[config.mk]
export PLATFORM = sky130hd
export DESIGN_NAME = tx_seq_ctrl_flat
export DESIGN_NICKNAME = d
export VERILOG_FILES = /design/src/rtl/tx_seq_pkg.sv /design/src/rtl/tx_seq_ctrl_if.sv /design/src/rtl/tx_bit_cnt.sv /design/src/rtl/tx_seq_ctrl.sv /design/src/flat_wrapper.sv
export SDC_FILE = /design/constraint.sdc
export NUM_CORES = 1
export LEC_CHECK = 0
export CELL_PAD_IN_SITES_DETAIL_PLACEMENT = 1
export CELL_PAD_IN_SITES_GLOBAL_PLACEMENT = 1
export CORE_ASPECT_RATIO = 1.25
export CORE_MARGIN = 2
export CORE_UTILIZATION = 32
export DETAILED_ROUTE_END_ITERATION = 16
export PLACE_DENSITY = 0.7
export SYNTH_ARGS = -nofsm -noshare
export SYNTH_HDL_FRONTEND = slang
export SYNTH_SLANG_ARGS = --single-unit
[constraint.sdc]
create_clock -name clk -period 2.8 [get_ports clk]
set_clock_uncertainty 0.05 [all_clocks]
set_input_delay 0.42 -clock clk [delete_from_list [all_inputs] [get_ports clk]]
set_output_delay 0.42 -clock clk [all_outputs]
set_load 0.02 [all_outputs]
[src/rtl/tx_seq_pkg.sv]
// Shared types and constants for the transmit sequencer.
// The state set depends on the TX_PARITY_EN macro (adds the parity state).
package tx_seq_pkg;

    // Largest burst depth the sequencer is built for.
    localparam int unsigned MAX_DEPTH = 256;

    typedef enum logic [2:0] {
        StIdle   = 3'd0,
        StRead   = 3'd1,
        StLoad   = 3'd2,
        StShift  = 3'd3,
`ifdef TX_PARITY_EN
        StParity = 3'd4,
`endif
        StInc    = 3'd5,
        StFinish = 3'd6
    } tx_seq_state_e;

    // Effective burst length: 0 or anything past the depth means a full-depth burst.
    function automatic int unsigned clamp_len(int unsigned len, int unsigned depth);
        int unsigned lim;
        begin
            lim = (depth > MAX_DEPTH) ? MAX_DEPTH : depth;
            if (len == 0 || len > lim) begin
                return lim;
            end
            return len;
        end
    endfunction

endpackage

[src/rtl/tx_seq_ctrl_if.sv]
// Handshake and strobe bundle between the sequencer and its datapath.
// par_sel exists only when TX_PARITY_EN is defined.
interface tx_seq_ctrl_if #(
    parameter int unsigned DEPTH = 4
);
    localparam int unsigned ADDR_W = $clog2(DEPTH);

    logic              rx_ready;
    logic              abort;
    logic [ADDR_W:0]   burst_len;
    logic              read;
    logic              load;
    logic              shift;
`ifdef TX_PARITY_EN
    logic              par_sel;
`endif
    logic              inc;
    logic              tx_valid;
    logic              tx_finish;
    logic              busy;
    logic [ADDR_W-1:0] addr;

    // Sequencer side.
    modport master (
`ifdef TX_PARITY_EN
        output par_sel,
`endif
        input  rx_ready, abort, burst_len,
        output read, load, shift, inc, tx_valid, tx_finish, busy, addr
    );

    // Datapath / environment side.
    modport slave (
`ifdef TX_PARITY_EN
        input  par_sel,
`endif
        output rx_ready, abort, burst_len,
        input  read, load, shift, inc, tx_valid, tx_finish, busy, addr
    );

endinterface

[src/rtl/tx_bit_cnt.sv]
// Bit-within-word counter: synchronous clear wins over enable; tc flags the last bit.
module tx_bit_cnt #(
    parameter int unsigned       CNT_W  = 3,
    parameter logic [CNT_W-1:0]  TC_VAL = '1
) (
    input  logic clk,
    input  logic rst_n,
    input  logic clr,
    input  logic en,
    output logic tc
);

    logic [CNT_W-1:0] cnt_q, cnt_d;

    // Next count: clear has priority, otherwise count up on enable.
    always_comb begin
        cnt_d = cnt_q;
        if (clr) begin
            cnt_d = '0;
        end else if (en) begin
            cnt_d = cnt_q + 1'b1;
        end
    end

    // Count register.
    always_ff @(posedge clk or negedge rst_n) begin
        if (!rst_n) begin
            cnt_q <= '0;
        end else begin
            cnt_q <= cnt_d;
        end
    end

    assign tc = (cnt_q == TC_VAL);

endmodule

[src/rtl/tx_seq_ctrl.sv]
// Transmit sequencer: per word issues read, load, DATA_W shifts (stalling on
// rx_ready low), optional parity, then an address increment; finishes after the
// latched burst length. Optional feature macro: TX_PARITY_EN.
module tx_seq_ctrl
    import tx_seq_pkg::*;
#(
    parameter int unsigned DATA_W = 8,
    parameter int unsigned DEPTH  = 4
) (
    input  logic          clk,
    input  logic          rst_n,
    tx_seq_ctrl_if.master bus
);

    localparam int unsigned ADDR_W = $clog2(DEPTH);
    localparam int unsigned CNT_W  = $clog2(DATA_W);
    localparam int unsigned LEN_W  = ADDR_W + 1;

    tx_seq_state_e     state_q, state_d;
    logic [ADDR_W-1:0] addr_q, addr_d;
    logic [LEN_W-1:0]  len_q, len_d;
    logic [LEN_W-1:0]  len_eff;
    logic              cnt_clr, cnt_en, cnt_tc;

    assign len_eff = LEN_W'(clamp_len(32'(bus.burst_len), DEPTH));

    tx_bit_cnt #(
        .CNT_W  (CNT_W),
        .TC_VAL (CNT_W'(DATA_W - 1))
    ) u_bit_cnt (
        .clk   (clk),
        .rst_n (rst_n),
        .clr   (cnt_clr),
        .en    (cnt_en),
        .tc    (cnt_tc)
    );

    // Next state, address/length updates and state-decoded strobes.
    always_comb begin
        state_d       = state_q;
        addr_d        = addr_q;
        len_d         = len_q;
        cnt_clr       = 1'b0;
        cnt_en        = 1'b0;
        bus.read      = 1'b0;
        bus.load      = 1'b0;
        bus.shift     = 1'b0;
        bus.inc       = 1'b0;
        bus.tx_valid  = 1'b0;
        bus.tx_finish = 1'b0;
`ifdef TX_PARITY_EN
        bus.par_sel   = 1'b0;
`endif
        case (state_q)
            StIdle: begin
                if (bus.rx_ready) begin
                    state_d = StRead;
                    // Only a fresh burst (address back at 0) picks up a new length.
                    if (addr_q == '0) begin
                        len_d = len_eff;
                    end
                end
            end
            StRead: begin
                bus.read = 1'b1;
                state_d  = StLoad;
            end
            StLoad: begin
                bus.load = 1'b1;
                cnt_clr  = 1'b1;
                state_d  = StShift;
            end
            StShift: begin
                if (bus.rx_ready) begin
                    bus.shift    = 1'b1;
                    bus.tx_valid = 1'b1;
                    cnt_en       = 1'b1;
                    if (cnt_tc) begin
`ifdef TX_PARITY_EN
                        state_d = StParity;
`else
                        state_d = StInc;
`endif
                    end
                end
            end
`ifdef TX_PARITY_EN
            StParity: begin
                bus.tx_valid = 1'b1;
                bus.par_sel  = 1'b1;
                state_d      = StInc;
            end
`endif
            StInc: begin
                bus.inc      = 1'b1;
                bus.tx_valid = 1'b1;
                if ({1'b0, addr_q} == len_q - 1'b1) begin
                    // Address is cleared on entry to FINISH rather than incremented.
                    addr_d  = '0;
                    state_d = StFinish;
                end else begin
                    addr_d  = addr_q + 1'b1;
                    state_d = bus.rx_ready ? StRead : StIdle;
                end
            end
            StFinish: begin
                bus.tx_finish = 1'b1;
                if (!bus.rx_ready) begin
                    state_d = StIdle;
                end
            end
            default: begin
                state_d = StIdle;
            end
        endcase

        // Abort overrides every transition, including INC -> FINISH.
        if (bus.abort) begin
            state_d = StIdle;
            addr_d  = '0;
            cnt_clr = 1'b1;
        end
    end

    // State, address and latched-length registers.
    always_ff @(posedge clk or negedge rst_n) begin
        if (!rst_n) begin
            state_q <= StIdle;
            addr_q  <= '0;
            len_q   <= '0;
        end else begin
            state_q <= state_d;
            addr_q  <= addr_d;
            len_q   <= len_d;
        end
    end

    assign bus.busy = (state_q != StIdle);
    assign bus.addr = addr_q;

endmodule
[src/flat_wrapper.sv]
// flat-port wrapper written by rule: the top's interface ports become plain ports
module tx_seq_ctrl_flat import tx_seq_pkg::*;
#(
    parameter int unsigned DATA_W = 8,
    parameter int unsigned DEPTH  = 4
)
  (clk, rst_n, bus_rx_ready, bus_abort, bus_burst_len, bus_read, bus_load, bus_shift, bus_inc, bus_tx_valid, bus_tx_finish, bus_busy, bus_addr);
  tx_seq_ctrl_if #(.DEPTH(DEPTH)) bus_i ();
  input  logic clk;
  input  logic rst_n;
  input wire logic [$bits(bus_i.rx_ready)-1:0] bus_rx_ready;
  input wire logic [$bits(bus_i.abort)-1:0] bus_abort;
  input wire logic [$bits(bus_i.burst_len)-1:0] bus_burst_len;
  output wire logic [$bits(bus_i.read)-1:0] bus_read;
  output wire logic [$bits(bus_i.load)-1:0] bus_load;
  output wire logic [$bits(bus_i.shift)-1:0] bus_shift;
  output wire logic [$bits(bus_i.inc)-1:0] bus_inc;
  output wire logic [$bits(bus_i.tx_valid)-1:0] bus_tx_valid;
  output wire logic [$bits(bus_i.tx_finish)-1:0] bus_tx_finish;
  output wire logic [$bits(bus_i.busy)-1:0] bus_busy;
  output wire logic [$bits(bus_i.addr)-1:0] bus_addr;
  assign bus_i.rx_ready = bus_rx_ready;
  assign bus_i.abort = bus_abort;
  assign bus_i.burst_len = bus_burst_len;
  assign bus_read = bus_i.read;
  assign bus_load = bus_i.load;
  assign bus_shift = bus_i.shift;
  assign bus_inc = bus_i.inc;
  assign bus_tx_valid = bus_i.tx_valid;
  assign bus_tx_finish = bus_i.tx_finish;
  assign bus_busy = bus_i.busy;
  assign bus_addr = bus_i.addr;
  tx_seq_ctrl #(.DATA_W(DATA_W), .DEPTH(DEPTH)) u_core (.clk(clk), .rst_n(rst_n), .bus(bus_i));
endmodule
After elaboration in Yosys (flattened, before gate mapping)
Index checks and enable logic that the tools add are counted.
{"block": "op_classes", "bitwise": 0, "n_mux": 24, "reduce_logical": 9, "n_addsub": 3, "div": 0, "n_mul": 0, "n_eq_ne": 11, "n_shift": 0, "n_lt_le_gt_ge": 1}
{"operator": "3-bit 2-to-1 mux", "count": 10}
{"operator": "3-bit one-hot mux with 6 select lines", "count": 1}
{"operator": "3-bit == test (second input constant)", "count": 3}
{"operator": "1-bit 2-to-1 mux", "count": 9}
{"operator": "3-bit != test (second input constant)", "count": 3}
{"operator": "3-bit by 2-bit == test with 1-bit output (second input constant)", "count": 2}
{"operator": "3-bit logical NOT", "count": 2}
{"operator": "2-bit 2-to-1 mux", "count": 3}
{"operator": "4-bit AND reduction", "count": 1}
{"operator": "2-bit nonzero test", "count": 2}
{"operator": "3-bit by 1-bit adder with 3-bit output (second input constant)", "count": 1}
{"operator": "2-bit by 3-bit == test with 1-bit output", "count": 1}
{"operator": "3-bit by 1-bit == test with 1-bit output (second input constant)", "count": 1}
{"operator": "3-bit > comparator (second input constant)", "count": 1}
{"operator": "3-bit by 2-bit != test with 1-bit output (second input constant)", "count": 1}
{"operator": "3-bit AND reduction", "count": 1}
{"operator": "3-bit nonzero test", "count": 1}
{"operator": "3-bit by 1-bit subtractor with 3-bit output (second input constant)", "count": 1}
{"operator": "2-bit by 1-bit adder with 2-bit output (second input constant)", "count": 1}
{"operator": "2-bit logical NOT", "count": 1}
{"operator": "1-bit one-hot mux with 2 select lines", "count": 1}
{"operator": "1-bit logical OR", "count": 1}
{"block": "totals", "latchBits": 0, "memories": 0, "out_inout_bits": 9, "ram_bits": 0, "ff_bits": 11, "romBits": 0, "inputBits": 7}

Depth between registers and ports, before layout
Gate-level depths: netlist of the first run.
{"block": "logic_depth", "ltp_word": 5, "ltp_mapped": 5, "depth_no_buf": 5}

By module
From an unflattened synthesis of the first run, not the netlist that was laid out.
{"block": "hier_totals", "hier_cells": 72, "area_unflattened_um2": 711.9}
{"mod": "tx_seq_ctrl", "area_each_um2": 571.8, "cells_each": 61, "n_inst": 1}
{"mod": "tx_bit_cnt", "area_each_um2": 140.1, "cells_each": 11, "n_inst": 1}

Worst setup path before layout of the first run
OpenSTA, ideal clock, no wires.
{"block": "synth_path", "kind": "reg2out", "from": "register u_core.state_q[0]", "to": "output bus_load", "required_ps": 2330, "path_buffers": 1, "stages_incl_launch_ff": 3, "t_arrival_ps": 1088, "slack_ps": 1242, "cell_sequence": "dfrtp_1 > buf_2 > nor3b_1"}
{"block": "synth_between", "elab_chain_len": 2}
{"element": "start, declared", "line": "tx_seq_ctrl.sv:19", "source": "tx_seq_state_e state_q, state_d;"}
{"element": "start signal, assigned", "line": "tx_seq_ctrl.sv:128", "source": "state_q <= StIdle;"}
{"element": "start signal, assigned", "line": "tx_seq_ctrl.sv:132", "source": "state_q <= state_d;"}
{"element": "3-bit by 2-bit == test with 1-bit output", "line": "tx_seq_ctrl.sv:54", "source": "case (state_q)"}
{"element": "1-bit 2-to-1 mux", "line": "tx_seq_ctrl.sv:54"}
{"element": "end, declared", "line": "flat_wrapper.sv:15", "source": "output wire logic [$bits(bus_i.load)-1:0] bus_load;"}
No other way between the ends.

Worst setup path in the final report of the first run
{"block": "layout_path", "from": "input bus_rx_ready", "to": "output bus_tx_valid"}
{"block": "layout_between", "elab_chain_len": 2}
{"element": "start, declared", "line": "flat_wrapper.sv:11", "source": "input wire logic [$bits(bus_i.rx_ready)-1:0] bus_rx_ready;"}
{"element": "1-bit 2-to-1 mux", "line": "tx_seq_ctrl.sv:74", "source": "if (bus.rx_ready) begin"}
{"element": "1-bit one-hot mux with 2 select lines", "line": "tx_seq_ctrl.sv:54"}
{"element": "end, declared", "line": "flat_wrapper.sv:18", "source": "output wire logic [$bits(bus_i.tx_valid)-1:0] bus_tx_valid;"}
No other way between the ends.

==> out/results.ini, run 1 <==
[clock_tree]
clock-sinks=11
cts_max_path_buffers=2
cts-resized-gates=0
cts_root_buf=clkbuf_4
cts_buffers=3
tritoncts=done
post_cts_buffers=0
hold_buffers=0
cts.clk_slew.worst_paths_ns=0.07
clock_latency_ns=0.27
htreeDepth=1

[finish]
area_growth_pct=27.2
final_nets=106
fin_area_um2=925
drive_gt1_frac=0.0968
fill_cells=266
diodes=0

[flow_run]
drv_cap=0

[placed_design]
place_ws_ns=0.429
routabilityCongestion=0.741
hpwl_um=1190
placed_area_um2=898
portBuffers=15

[die]
die_x_um=46.6
ios=16
coreArea_um2=2190
initial_utilization=0.332
rows=19
dieArea_um2=2670
die_h_um=57.3

[global_routing]
grt_usage=0.149
grt_pass1_wl_um=2830
grt_pass1_vias=653
grt_antenna_before_repair=0
grt_overflow=0
grt_max_degree=13

[worst_setup_path]
reg2reg_slack_ns=1.30
crit_family=buffers and inverters
critical_path.slowest_cell=clkdlybuf4s50_1
endpoint_kind=output pin
cp-start-kind=input port
crit_chain=clkdlybuf4s50_1 > nand4b_1 > nand2_1 > clkdlybuf4s50_1
crit_arrival_ns=1.89
crit_path_frequent_cell=clkdlybuf4s50_1
critPathRequiredTime_ns=2.33
crit_type=in -> out
slowest_delay_ns=0.60
cp_max_fo=6
cp_num_buf_inv=2

[timing]
maxSlewViolCount=0
rsz0062_at_grt=false
fin_crit_sh=0.844
worst_hold_slack_ns=0.438
worst_pin_slew_ns=0.524
setup_viol=0
fmax_mhz=423
setup_slack_ns=0.436
final-hold-violation-count=0
timing.slew.headroom=0.650
finalSetupTns_ns=0
period_minus_slack_ns=2.36

[power]
power.total_mw=0.424
p_leak_nw=0.424
power_density_nw_per_um2=459
ir_drop_mv=0.257

[drt]
detail-route-antenna-nets=0
routedWlPerCell_um=12.5
post_drt_via_cell_ratio=4.82
firstDrtPassIters=4
highest_layer=met4
met3_length_um=91
wl_met1_um=669
drc=0
via_count=598
met2_length_um=762
drt_iter0_drc=7
wirelength_um=1550

[synth]
yosysSeqAreaShare=0.379
synth_top_cell_area_share=0.379
avgSynthCellArea_um2=9.44
synthArstFlopShare=1.00
synth_edf_count=0
synthTopCellsByCount=11 x dfrtp_1, 9 x inv_1, 8 x nor2_1, 5 x ha_1, 5 x mux2i_1
ys_types=30
synth_top_area_cell=dfrtp_1
synth_area_leaders=dfrtp_1 38%, ha_1 8.6%, mux2i_1 6.9%, inv_1 4.6%, nor2_1 4.1%
synthesis.area_um2=727
synth_most_common_cell=dfrtp_1
ys.flop_type=dfrtp_1
netlist_instances=77
syn_nets=89
ys_ff_latch=11
ys_warn_count=0

[min_path]
hp-class=in -> async

[status]
status=complete, no violations

cells in the final DEF (no fill, tap or decap), drive strengths merged:
cell / instances
nand4b: 1
nor4bb: 1
o32ai: 2
nand4: 1
buf: 1
a32o: 1
or2: 2
or3: 4
nand2b: 3
o21ai: 3
o31ai: 1
nand3b: 2
clkdlybuf4s50: 15
and3: 1
nor2: 9
a21oi: 1
inv: 9
nand2: 4
clkbuf: 4
nor3: 1
a22o: 1
nor3b: 1
xnor2: 2
ha: 5
mux2i: 5
dfrtp: 11
xor2: 2
stage by stage:
step / cells / utilization
2_1_floorplan: 77 / -
3_3_place_gp: 120 / 0.411
3_5_place_dp: 120 / 0.411
4_1_cts: 124 / 0.423
5_1_grt: 124 / 0.423
6_report: 124 / 0.423
kinds of logic (layout without fill, tap and decap cells):
logic type	count (synthesis)	after routing	synth area share
buffers and inverters	13	29	0.0809
AO/OA/AOI/OAI	9	9	0.0878
AND/OR/NAND/NOR	30	30	0.250
XOR/XNOR	4	4	0.0482
multiplexers	5	5	0.0688
flip-flops	11	11	0.379
adder cells (fa/ha/maj)	5	5	0.0861
state kept, by name, indices dropped and copies added (netlist names):
signal / count
u_core.bus.addr: 2
u_core.len_q: 3
u_core.u_bit_cnt.cnt_q: 3
u_core.state_q: 3
final timing paths:
kind | from | end | cells after the start
max | bus_rx_ready | bus_tx_valid | 4
min reg2reg | u_core.len_q[2] | u_core.len_q[2] | 2
max reg2reg | u_core.len_q[0] | u_core.bus.addr[1] | 5
max in group asynchronous | rst_n | u_core.len_q[2] | 1
min | rst_n | u_core.len_q[0] | 1
min in group clk | u_core.len_q[2] | u_core.len_q[2] | 2
where the power goes:
group / internal (mW) / switching (mW) / leakage (nW)
clock: 0.0553 / 0.0573 / 0.0150
combinational: 0.0610 / 0.0621 / 0.261
sequential: 0.173 / 0.0155 / 0.147
total: 0.290 / 0.135 / 0.424
routing by layer:
layer,vias to the layer above,GRT usage
li1,294,-
met1,284,0.183
met2,16,0.238
met3,4,0.0285
met4,0,0.0833
met5,-,0
layout make-up:
| cell class | instances | area, µm² | share of cell area |
|---|---|---|---|
| Clock buffer | 4 | 26.3 | 0.0284 |
| Inverter | 9 | 33.8 | 0.0365 |
| Timing Repair Buffer | 16 | 158 | 0.171 |
| Multi-Input combinational cell | 53 | 393 | 0.425 |
| Sequential cell | 11 | 275 | 0.298 |
| Tap cell | 31 | 38.8 | 0.0419 |
(Power assumes the default switching activity.)
==> inputs of run 2 (changes only) <==
Settings changed: PLACE_DENSITY 0.7 to 0.72.
Clock period 2.8 ns to 2.1 ns, I/O delays scaled along.
==> run 2 against run 1 <==
  * Global-route usage grew 0.61 points
  * Via count grew 2.8%
  * Sequential share of layout area grew 0.12 points
  * Power grew 34%
  * Register-to-register slack lost 0.72 ns
  * Critical endpoint is now bus_read
  * Largest cell class unchanged
==> out/results.ini, run 2 (same netlist as run 1, synthesis figures left out) <==
[finish]
diodes=0  ; unchanged
drive_gt1_frac=0.138  ; +0.0415
final_cell_mix=10 x clkdlybuf4s50_1, 9 x inv_1, 8 x nor2_1, 8 x dfrtp_1
multi_input_area_um2=393  ; unchanged
area_growth_pct=28.4
final_nets=107  ; +0.94%
seq_area_um2=279  ; +1.4%
fill_cells=270  ; +1.5%
fin_area_um2=933  ; +0.95%
final_common_cell=clkdlybuf4s50_1
reg_top3=u_core.len_q (3), u_core.state_q (3), u_core.u_bit_cnt.cnt_q (3)

[placed_design]
routabilityCongestion=0.754  ; +1.7%
place_ws_ns=0.0453  ; -0.384 ns
portBuffers=15  ; unchanged
placed_area_um2=906  ; +0.84%
hpwl_um=1320  ; +11%

[power]
power_density_nw_per_um2=610  ; +33%
p_seq_frac=0.446  ; about the same
pwr-share-clk=0.268  ; +0.003
p_leak_nw=0.456  ; +7.6%
p_int_mw=0.385  ; +33%
switching_share=0.324  ; +0.00643
power.total_mw=0.570  ; +34%
ir_drop_mv=0.272  ; +5.8%
p_switching_mw=0.185  ; +37%
power_frac_comb=0.286  ; -0.004

[die]
die_h_um=57.3  ; unchanged
dieArea_um2=2670  ; unchanged
die_x_um=46.6  ; unchanged
initial_utilization=0.332  ; unchanged
coreArea_um2=2190  ; unchanged
ios=16  ; unchanged
rows=19  ; unchanged

[global_routing]
grt_overflow=0  ; unchanged
grt_pass1_vias=698  ; +6.9%
grt_max_degree=13  ; unchanged
grt_pass1_wl_um=3000  ; +6.1%
grt_antenna_before_repair=0  ; unchanged
grt_usage=0.156  ; +0.00614

[worst_setup_path]
cp-start-kind=register
reg2reg_depth=5  ; unchanged
crit_type=reg -> out
reg2reg_slack_ns=0.58  ; -0.72 ns
cp_max_fo=11  ; +5
timing.rr.start=u_core.len_q[0]
r2r_end=u_core.bus.addr[1]
cp-startpoint=u_core.state_q[1]
critPathRequiredTime_ns=1.74  ; -0.59 ns
crit_arrival_ns=1.64  ; -0.25 ns
endpoint_kind=output pin
endpoint=bus_read

[drt]
detail-route-antenna-nets=0  ; unchanged
post_drt_via_cell_ratio=4.92  ; +2.0%
routedWlPerCell_um=13.7  ; +9.2%
via_count=615  ; +2.8%
wirelength_um=1710  ; +10%
drc=0  ; unchanged
firstDrtPassIters=4  ; unchanged
drt_iter0_drc=5  ; -2

[clock_tree]
tritoncts=done
cts_buffers=3  ; unchanged
cts_max_path_buffers=2  ; unchanged
clock_latency_ns=0.28  ; about the same
clock-sinks=11  ; unchanged
cts_root_buf=clkbuf_4
htreeDepth=1  ; unchanged
cts.clk_slew.worst_paths_ns=0.08  ; about the same

[timing]
period_minus_slack_ns=2.01
final-hold-violation-count=0  ; unchanged
fmax_mhz=499
rsz0062_at_grt=false
maxSlewViolCount=0  ; unchanged
finalSetupTns_ns=0  ; unchanged
fin_crit_sh=0.955
worst_pin_slew_ns=0.553  ; +0.0293 ns
setup_viol=0  ; unchanged
worst_hold_slack_ns=0.342  ; -0.0961 ns
timing.slew.headroom=0.630  ; -0.0196
setup_slack_ns=0.0945  ; -0.342 ns

[flow_run]
drv_cap=0  ; unchanged

[status]
status=complete, no violations

[min_path]
hp-class=in -> async

==> run 2: changes by cell type in the layout (fill, tap and decap cells not counted) <==
cell,delta
dlygate4sd2_1,+4
dfrtp_1,-3
clkdlybuf4s50_1,-5
dlymetal6s2s_1,+1
buf_4,+1
dfrtp_2,+3
==> run 2: layer usage <==
layer,global-route usage,part of all wire,vias up
met5,0,0,-
met1,0.179,0.40,297
met3,0.0190,0.032,5
li1,-,-,297
met2,0.274,0.55,16
met4,0.0714,0.025,0
==> run 2: power groups by stage <==
stage / sequential, mW / combinational [mW] / clock [mW]
after floorplan: 0.244 / 0.125 / 0
after global placement: 0.256 / 0.164 / 0
after detailed placement: 0.258 / 0.170 / 0
after CTS: 0.255 / 0.167 / 0.155
after global routing: 0.258 / 0.183 / 0.166
final: 0.254 / 0.163 / 0.153
==> run 2: cell type report <==
class / count / area share
clock buffer: 4 / 0.0282
inverter: 9 / 0.0362
multi-input combinational: 53 / 0.421
sequential: 11 / 0.299
tap: 31 / 0.0416
timing repair buffer: 17 / 0.174
==> run 2: through the flow <==
stage,utilization,cells
floorplan,-,77
global placement,0.414,121
detailed placement,0.414,121
CTS,0.426,125
global route,0.427,125
finish,0.427,125
==> run 2: what timing repair did <==
| item | 4_1_cts | 5_1_grt |
|---|---|---|
| endpoints found under the setup margin | 5 | 1 |
| setup buffers | 0 | 0 |
| hold endpoints to repair | 0 | 0 |
| resized for setup | 7 | 1 |
| hold buffers | 0 | 0 |
==> run 2: worst max-delay path, stage by stage (launching register included) <==
cell             delay [ns]
dfrtp_2                0.48
nand2b_1               0.19
nor2_1                 0.09
clkdlybuf4s50_1        0.60
==> run 2: worst min path at each step <==
stage / to / slack (ns) / cells after the start
after floorplan: u_core.bus.addr[0] / -0.03 / 0
after global placement: u_core.len_q[2] / 0.46 / 2
after detailed placement: u_core.len_q[2] / 0.48 / 2
after CTS: u_core.len_q[2] / 0.36 / 1
after global routing: u_core.len_q[2] / 0.38 / 1
final: u_core.u_bit_cnt.cnt_q[2] / 0.34 / 1
==> edit (flow settings as in run 2) <==
Re-encode `tx_seq_state_e` (6 states) as one-hot, 6 bits wide.
--- a/src/rtl/tx_seq_pkg.sv
+++ b/src/rtl/tx_seq_pkg.sv
@@ -7,7 +7,7 @@
 
-    typedef enum logic [2:0] {
-        StIdle   = 3'd0,
-        StRead   = 3'd1,
-        StLoad   = 3'd2,
-        StShift  = 3'd3,
+    typedef enum logic [5:0] {
+        StIdle   = 6'b000001,
+        StRead   = 6'b000010,
+        StLoad   = 6'b000100,
+        StShift  = 6'b001000,
 `ifdef TX_PARITY_EN
@@ -15,4 +15,4 @@
 `endif
-        StInc    = 3'd5,
-        StFinish = 3'd6
+        StInc    = 6'b010000,
+        StFinish = 6'b100000
     } tx_seq_state_e;
Formal check against the unedited RTL: no difference found for any inputs over 10 cycles, from zero or initial values and one cycle with rst_n low; not proved beyond that.
==> edit against run 2 <==
  * Synthesized cell count is 16% higher
  * Register-to-register slack worse by 0.17 ns
  * Setup slack worse by 0.0026 ns
  * Area after synthesis is 20% higher
  * Final cell count is 18% higher
  * Routed wire length is 23% higher
  * Non-clock buffer count is 6 higher
  * Design area is 23% higher
  * Critical path type unchanged
  * Sequential cell count is 3 higher
  * Critical path depth is 1 higher
  * Die area is 19% higher
Power is not compared: it rests on default switching activity, and its combinational part moved more than twofold at a synthesized area within 25%.
==> edit: results (changes against run 2) <==
stage	metric	value	unit	change
run_status	run_status	finished clean		unchanged
layout	final_nets	126		was 107
drt	drt-initial-drc-count	5		unchanged
global_route	use_met2	28.0	%	was 27.4%
synthesis	ys_warn_count	0		unchanged
synthesis	synth_xor_area_share	5.01	%	was 4.82%
synthesis	synthesis.nets	101		was 89
pwr	ir_worst_vdd	0.000334	V	
synthesis	async_reset_ff_share	100	%	unchanged
synthesis	synth.area.top_cells	dfrtp_1, ha_1, mux2i_1		unchanged
global_route	grt_pass1_wl	3660	µm	was 3000 µm
place	portBuffers	15		unchanged
drt	wl	2100	µm	was 1710 µm
layout	drive_above_1_share	22.1	%	was 13.8%
clock_tree	htree_levels	1		unchanged
clock_tree	clock_path_buffers	2		unchanged
hold_path	hp-class	in -> async		unchanged
global_route	grtUsageMet3	2.63	%	was 1.90%
layout	antenna_cells	0		unchanged
clock_tree	clk_pin_slew_worst_paths	0.09	ns	
place	gp_congestion	0.782		was 0.754
timing	maxSlewHeadroom	56.9	%	was 63.0%
layout	reg.largest.list	u_core.state_q (6), u_core.len_q (3), u_core.u_bit_cnt.cnt_q (3)		was u_core.len_q (3), u_core.state_q (3), u_core.u_bit_cnt.cnt_q (3)
global_route	antenna_found_initial	0		unchanged
critical_path	path_max_fanout	4		was 11
run	timing.max_cap.violations	0		unchanged
global_route	grt_max_degree	15		was 13
layout	n_fill_cell	317		was 270
clock_tree	cts_buffers	3		unchanged
global_route	track_usage	15.1	%	was 15.6%
synthesis	synth_cell_types	34		was 30
global_route	grt_pass1_vias	823		was 698
drt	drtPass1Iterations	3		was 4
critical_path	critical_path.top_delay_family	simple AND/OR/NAND/NOR gates		was buffers and inverters
timing	drv_slew	0		unchanged
pwr	swShare	35.4	%	
critical_path	max_stage_delay	0.46	ns	was 0.60 ns
synthesis	muxShareOfSynthArea	5.73	%	was 6.88%
synthesis	ys_top_cells_by_count	dfrtp_1, inv_1, nand2_1		was dfrtp_1, inv_1, nor2_1
critical_path	slowest_stage	dfrtp_1		was clkdlybuf4s50_1
place	hpwlAfterDp	1700	µm	was 1320 µm
clock_tree	root_buffer	clkbuf_4		unchanged
synthesis	synth-seq-area-share	40.3	%	was 37.9%
synthesis	synthAdderAreaFrac	7.16	%	was 8.61%
place	dp_slack	0.0740	ns	was 0.0453 ns
global_route	met1_usage	15.5	%	was 17.9%
drt	viasPerCell	5.18		was 4.92
pwr	leakage	0.579	nW	
critical_path	worstPathArrival	1.64	ns	about the same
synthesis	synth_compound_gate_area_share	10.2	%	was 8.78%
synthesis	synth_flop_cell	dfrtp_1		unchanged
clock_tree	clock_latency	0.28	ns	about the same
==> edit: final timing paths <==
kind,from,to,slack (ns),depth (start not counted)
worst min-delay path,rst_n,u_core.state_q[5]$_DFFE_PN0P_,0.37,1
worst min register to register,u_core.len_q[2]$_DFFE_PN0P_,u_core.len_q[2]$_DFFE_PN0P_,0.49,2
worst max-delay path,u_core.state_q[5]$_DFFE_PN0P_,bus_shift,0.09,4
worst max register to register,u_core.u_bit_cnt.cnt_q[0]$_DFFE_PN0P_,u_core.state_q[0]$_DFFE_PN1P_,0.41,5
max in group asynchronous,rst_n,u_core.state_q[4]$_DFFE_PN0P_,1.18,1
min in group clk,u_core.len_q[2]$_DFFE_PN0P_,u_core.len_q[2]$_DFFE_PN0P_,0.49,2
==> edit: cell type report <==
type | instances | share of cell area [%]
Sequential cell | 14 | 31.0
Clock buffer | 4 | 3.17
Tap cell | 34 | 3.71
Inverter | 13 | 4.26
Timing Repair Buffer | 23 | 16.9
Multi-Input combinational cell | 59 | 40.9
==> edit: repair_timing <==
item	4_1_cts	5_1_grt
pin swaps	0	2
buffers inserted	0	1
resized for setup	10	7
endpoints found under the setup margin	7	5
==> edit: stage by stage <==
| stage | cell area (µm²) | utilization [%] | std cells | hold slack (ns) |
|---|---|---|---|---|
| CTS | 1140 | 43.5 | 146 | 0.388 |
| finish | 1150 | 43.6 | 147 | 0.370 |
| global placement | 1100 | 41.8 | 142 | 0.470 |
| global route | 1150 | 43.6 | 147 | 0.424 |
| floorplan | 873 | - | 89 | -0.0306 |
| detailed placement | 1100 | 41.8 | 142 | 0.477 |
==> edit: layer usage <==
metal  routed length [µm]  share of wire [%]
met5                    0                  0
met4                   59                2.8
met3                   71                3.4
met2                 1180                 56
met1                  792                 38
==> edit: power groups by stage <==
stage               logic (mW)  registers, mW  clock network, mW
floorplan                0.266          0.366                  0
global placement         0.352          0.376                  0
detailed placement       0.366          0.379                  0
CTS                      0.360          0.380              0.207
global route             0.430          0.387              0.218
finish                   0.384          0.380              0.200
==> edit: cell families (layout without fill, tap and decap cells) <==
logic type | after synthesis | count (layout)
AO/OA/AOI/OAI | 12 | 12
XOR/XNOR | 5 | 5
adder cells (fa/ha/maj) | 5 | 5
buffers and inverters | 16 | 40
flip-flops | 14 | 14
multiplexers | 5 | 5
AND/OR/NAND/NOR | 32 | 32
==> edit: worst reg2reg max path, stage by stage (launching register included) <==
cell	delay, ns
dfrtp_1	0.40
ha_1	0.20
ha_1	0.19
nand4b_1	0.26
a2111oi_0	0.44
a31oi_1	0.07
